==> src/rtl/bcd_display_formatter.sv <==
// Binary to six-digit packed-BCD formatter for led_display_driver.
// Iterative double-dabble with leading-zero blanking, decimal-point forcing and overflow saturation.
module bcd_display_formatter #(
    parameter int BIN_WIDTH          = 20,
    parameter bit LEADING_ZERO_BLANK = 1'b1
) (
    input  logic                 clk,
    input  logic                 reset,
    input  logic                 start,
    input  logic [BIN_WIDTH-1:0] value,
    input  logic [5:0]           dp_mask,
    output logic                 busy,
    output logic                 done,
    output logic                 overflow,
    output logic [23:0]          data,
    output logic [5:0]           digit_enable_mask,
    output logic [5:0]           decimal_point_enable_mask
);

    // state  | meaning
    // IDLE   | waiting for start; outputs hold the last result
    // SHIFT  | one add-3 / shift step per edge, count runs down from BIN_WIDTH
    // FINISH | register formatted result and pulse done
    typedef enum logic [1:0] {
        IDLE   = 2'd0,
        SHIFT  = 2'd1,
        FINISH = 2'd2
    } state_t;

    localparam int CNT_W = $clog2(BIN_WIDTH + 1);

    state_t               state;
    state_t               state_next;
    logic [BIN_WIDTH-1:0] bin_sr;
    logic [31:0]          acc;
    logic [31:0]          acc_adj;
    logic [CNT_W-1:0]     count;
    logic [5:0]           dp_cap;
    logic                 accept;
    logic                 count_tc;
    logic                 ovf_calc;
    logic [5:0]           mask_calc;
    logic                 seen_nonzero;

    assign accept   = (state == IDLE) && start;
    assign count_tc = (count == CNT_W'(1));

    always_ff @(posedge clk or posedge reset) begin
        if (reset) begin
            state <= IDLE;
        end else begin
            state <= state_next;
        end
    end

    always_comb begin
        state_next = state;
        case (state)
            IDLE: begin
                if (start) begin
                    state_next = SHIFT;
                end
            end
            SHIFT: begin
                if (count_tc) begin
                    state_next = FINISH;
                end
            end
            FINISH: begin
                state_next = IDLE;
            end
            default: begin
                state_next = IDLE;
            end
        endcase
    end

    always_comb begin
        busy = (state == SHIFT) || (state == FINISH);
    end

    // Add-3 correction on every nibble before the shift step.
    always_comb begin
        acc_adj = acc;
        for (int i = 0; i < 8; i++) begin
            if (acc[4*i +: 4] >= 4'd5) begin
                acc_adj[4*i +: 4] = acc[4*i +: 4] + 4'd3;
            end
        end
    end

    always_ff @(posedge clk or posedge reset) begin
        if (reset) begin
            bin_sr <= '0;
            acc    <= '0;
            count  <= '0;
            dp_cap <= '0;
        end else if (accept) begin
            bin_sr <= value;
            acc    <= '0;
            count  <= CNT_W'(BIN_WIDTH);
            dp_cap <= dp_mask;
        end else if (state == SHIFT) begin
            acc    <= {acc_adj[30:0], bin_sr[BIN_WIDTH-1]};
            bin_sr <= bin_sr << 1;
            count  <= count - CNT_W'(1);
        end
    end

    assign ovf_calc = |acc[31:24];

    // A digit stays lit if it or any more significant digit is nonzero or carries a decimal point.
    always_comb begin
        mask_calc    = 6'b000000;
        seen_nonzero = 1'b0;
        for (int i = 5; i >= 0; i--) begin
            seen_nonzero = seen_nonzero || (acc[4*i +: 4] != 4'd0) || dp_cap[i];
            mask_calc[i] = seen_nonzero;
        end
        mask_calc[0] = 1'b1;
        if (ovf_calc || !LEADING_ZERO_BLANK) begin
            mask_calc = 6'b111111;
        end
    end

    always_ff @(posedge clk or posedge reset) begin
        if (reset) begin
            done                      <= 1'b0;
            overflow                  <= 1'b0;
            data                      <= 24'h000000;
            digit_enable_mask         <= 6'b000001;
            decimal_point_enable_mask <= 6'b000000;
        end else begin
            done <= (state == FINISH);
            if (state == FINISH) begin
                overflow                  <= ovf_calc;
                data                      <= ovf_calc ? 24'h999999 : acc[23:0];
                digit_enable_mask         <= mask_calc;
                decimal_point_enable_mask <= dp_cap;
            end
        end
    end

endmodule

==> config.mk <==
export PLATFORM = sky130hd
export DESIGN_NAME = bcd_display_formatter
export DESIGN_NICKNAME = d
export VERILOG_FILES = /design/src/rtl/bcd_display_formatter.sv
export SDC_FILE = /design/constraint.sdc
export NUM_CORES = 1
export LEC_CHECK = 0
export CORE_MARGIN = 5
export CORE_UTILIZATION = 60
export CTS_BUF_LIST = sky130_fd_sc_hd__clkbuf_4
export DETAILED_ROUTE_END_ITERATION = 16
export DONT_BUFFER_PORTS = 1
export PLACE_DENSITY = 0.74
export SETUP_SLACK_MARGIN = 0.3
export SLEW_MARGIN = 20
export SYNTH_ARGS = -nofsm -noshare
export SYNTH_HDL_FRONTEND = slang
export SYNTH_SLANG_ARGS = --single-unit
export TNS_END_PERCENT = 10
==> constraint.sdc <==
create_clock -name clk -period 9.29 [get_ports clk]
set_clock_uncertainty 0.05 [all_clocks]
set_input_delay 0.929 -clock clk [delete_from_list [all_inputs] [get_ports clk]]
set_output_delay 0.929 -clock clk [all_outputs]
set_load 0.05 [all_outputs]
; ---- Word-level counts from Yosys, hierarchy flattened
; Cells that the tools add are included.
[word_totals]
regBits = 103
latch_bits = 0
ram_bits = 0
mem_bits_ro = 0
out_inout_bits = 39
wordCells = 71
memories = 0
[op_classes]
add_sub_neg = 9
multipliers = 0
n_div = 0
order_cmp = 8
eq_ne = 5
n_shift = 0
n_mux = 19
bitwise = 0
reduce_logical = 20
[op_table]
columns = operator, n
row1 = $mux 32, 2
row2 = $mux 20, 2
row3 = $ge 4x3->1 const B, 8
row4 = $add 4x2->4 const B, 7
row5 = $mux 4, 7
row6 = $mux 24, 1
row7 = $reduce_bool 4->1, 5
row8 = $logic_or 1x1->1, 10
row9 = $mux 5, 2
row10 = $reduce_or 8->1, 1
row11 = $mux 6, 1
row12 = $eq 5x1->1 const B, 1
row13 = $sub 5x1->5 const B, 1
row14 = $mux 2, 2
row15 = $ne 2x2->1 const B, 2
row16 = $pmux 2 s2, 1
row17 = $add 3x2->3 const B, 1
row18 = $mux 3, 1
row19 = $eq 2x1->1 const B, 1
row20 = $eq 2x2->1 const B, 1
row21 = $logic_not 2->1, 1
row22 = $reduce_and 2->1, 1
row23 = $reduce_bool 2->1, 1
row24 = $logic_and 1x1->1, 1

; ---- Logic depth before layout (Yosys ltp)
[depth]
word_depth = 11
ltp_mapped = 7
ltp_nobuf = 6

; ---- Least setup slack after synthesis
; Ideal clock, no wire load.
[synth_timing]
path_kind = flip-flop to output port
start = register state[0]
end = output busy
arrival_time_ps = 945
slack_ps = 7366
path_stages_with_launch = 3
cell_sequence = dfrtp_1 inv_1 ha_1
[synth_via]
elab_chain_len = 2
[synth_rtl]
columns = element, line_no
row1 = start: declaration, 32  ; state_t state;
row2 = start signal: assignment, 52  ; state <= state_next;
row3 = $eq 2x1->1 / $eq 2x2->1 (equally long branches), 79  ; busy = (state == SHIFT) || (state == FINISH);
row4 = $logic_or 1x1->1 (*), 79
row5 = end: declaration, 12  ; output logic busy,
; Every way passes the cells marked *; elsewhere a longest branch is shown, timed or not.

; ---- Worst setup path in the final report
; Ends and elaborated chain as after synthesis.

==> flow_summary.toml <==
[run_status]
status = "finished, final reports clean"

[drt]
drcViolationCount = 0
detail-route-antenna-nets = 0
vias = 3649
drt_pre_antenna_iters = 4
wl_per_cell_um = 15.4
drt_iter0_markers = 249
totalWireLength_mm = 9.78
vias_per_cell = 5.74

[pwr]
p_clk_frac = 0.122
p_seq_frac = 0.494
p_switching_mw = 0.779
switching_share = 0.458
power_frac_comb = 0.383
irDropWorstVdd_mv = 0.198
total_power_mw = 1.70
p_int_mw = 0.921
pwr_density_cell_nw_per_um2 = 322
power_leakage_nw = 2.40

[clocking]
path_clk_slew_ps = 150
clockBufferDepth = 2
ctsResizeCount = 0
cts_root_buffer = "clkbuf_4"
postCtsSetupRepairBufs = 0
cts_made_buffers = 9
cts.sinks = 102
clk_latency_ps = 450
hold_buffers = 0
htreeDepth = 3
cts_tree = "built"

[cells_and_area]
fill_cells = 697
antenna_cells = 0
nets = 584
layout-drive-gt1-share = 0.0640
stdcell_area_sq_um = 5280
final_cell_mix = "102 x dfrtp_1, 77 x nand2_1, 52 x o21ai_0"
area_growth_pct = 2.70
final_common_cell = "dfrtp_1"

[yosys]
synth_area_leaders = "dfrtp_1 50%, ha_1 7.1%, nand2_1 5.7%, o21ai_0 5.1%, a21oi_1 4.5%"
synth_seq_area_share = 0.496
async_flop_share = 1.00
synth.avg_cell_area_sq_um = 9.44
ys_ff_latch = 102
synth_ff_type = "dfrtp_1"
synth_edf_count = 0
synth_top_area_frac = 0.496
ys_warn_count = 0
synthCells = 545
synth_top_area_cell = "dfrtp_1"
syn-num-nets = 603
synthDistinctLibCells = 36
synth_area_sq_um = 5140

[worst_setup_path]
cp-end-kind = "primary output"
reg2reg_setup_slack_ps = 6970
required_ps = 8310
crit_arrival_ps = 1540
critPathLaunchType = "flop"
rr_worst_depth = 6
rr_endpoint = "count[4]"
worstReg2RegStart = "state[1]"
path_class = "flop to primary output"
crit_fanout = 4

[global_route]
grt_util_all_layers = 0.198
overflow = 0
grt_max_degree = 106
grt_pass1_wl_mm = 16.7
antenna_found_initial = 0
first_global_vias = 3659

[timing]
min_period_ps = 2520
relSlewSlack = 0.288
max_freq_mhz = 397
final_max_slew_viol_count = 0
setup_viol = 0
finalCritPeriodShare = 0.271
finalHoldViolCount = 0
tightest_slew_ps = 1070
grt_setup_unrepaired = "false"
tns_ps = 0
hold_ws_ps = 285

[job]
drv_cap = 0

[place]
gp_congestion = 0.785
hpwl_mm = 6.40
place_area_sq_um = 5160
port_buffers = 0

[die]
core_area_sq_um = 8300
ios = 68
dieWidth_um = 103
rows = 33
start_util = 0.620
fp.dieArea_sq_um = 10500
die_h_um = 103

[min_path]
hp-class = "input pin to async pin"
[how the worst max path moves through the flow]
stage	from	endpoint	slack, ps	cells past startpoint
2_1_floorplan	reset	acc[0]	5640	1
3_3_place_gp	start	acc[6]	7030	3
3_5_place_dp	start	acc[17]	6960	3
4_1_cts	state[0]	busy	6730	2
5_1_grt	state[0]	busy	6690	2
6_report	state[0]	busy	6770	2
[per-layer routing]
layer | global-route usage | up-vias | wire length (um)
li1 | - | 1818 | -
met3 | 0.0501 | 14 | 737
met1 | 0.266 | 1719 | 4350
met2 | 0.310 | 98 | 4490
met5 | 0 | - | 0
met4 | 0.0797 | 0 | 207
[power groups by stage]
stage	Combinational, mW	Clock (mW)	Sequential [mW]
CTS	0.655	0.216	0.841
finish	0.652	0.208	0.840
detailed placement	0.651	0	0.851
floorplan	0.562	0	0.801
global route	0.752	0.236	0.862
global placement	0.623	0	0.846
[cell usage after synthesis (all sizes together) (3+ instances only)]
| master | n |
|---|---|
| nor3 | 14 |
| nor2b | 3 |
| a21oi | 46 |
| nor4b | 6 |
| nand3 | 14 |
| nand3b | 6 |
| inv | 34 |
| o22ai | 14 |
| dfrtp | 102 |
| mux2 | 8 |
| or4b | 6 |
| mux2i | 20 |
| and3 | 9 |
| nor2 | 41 |
| nor3b | 5 |
| nand2 | 78 |
| nand4 | 5 |
| a211oi | 3 |
| clkbuf | 18 |
| ha | 29 |
| xnor2 | 3 |
| o21ai | 52 |
| buf | 14 |
| nand2b | 8 |
[stage by stage]
stage                     instances  worst slack (ps)  utilization
after detailed placement        620              6960        0.621
after floorplan                 545              5640            -
after CTS                       636              6730        0.636
after global placement          620              7030        0.621
final                           636              6770        0.636
after global routing            636              6690        0.636
[final cells by class]
type / count / area (sq um) / area share
tap: 105 / 131 / 0.0249
clock buffer: 10 / 75.1 / 0.0142
sequential: 102 / 2550 / 0.483
multi-input combinational: 377 / 2330 / 0.441
timing repair buffer: 2 / 15.0 / 0.00284
inverter: 34 / 130 / 0.0246
clock inverter: 6 / 46.3 / 0.00877
[state kept, by name, summed over array words and instances (netlist names), 2 cells and up]
register / count
digit_enable_mask: 5
bin_sr: 20
dp_cap: 6
data: 24
state: 2
acc: 32
decimal_point_enable_mask: 6
count: 5
[worst max-delay path, cell delays in order, from the launching register on]
cell	delay [ps]
dfrtp_1	420
inv_1	110
ha_1	580
[logic make-up (layout without fill, tap and decap cells)]
kind of cell | count (synthesis) | in the layout | share of synthesized area
compound gates | 118 | 118 | 0.121
xor+xnor | 4 | 4 | 0.00681
fa+ha+maj | 29 | 29 | 0.0706
buf+inv | 66 | 52 | 0.0543
flops | 102 | 102 | 0.496
mux | 28 | 28 | 0.0564
other cells | 1 | 1 | 0.000729
simple gates | 197 | 197 | 0.194
No activity file was read; power rests on OpenSTA's default activity.
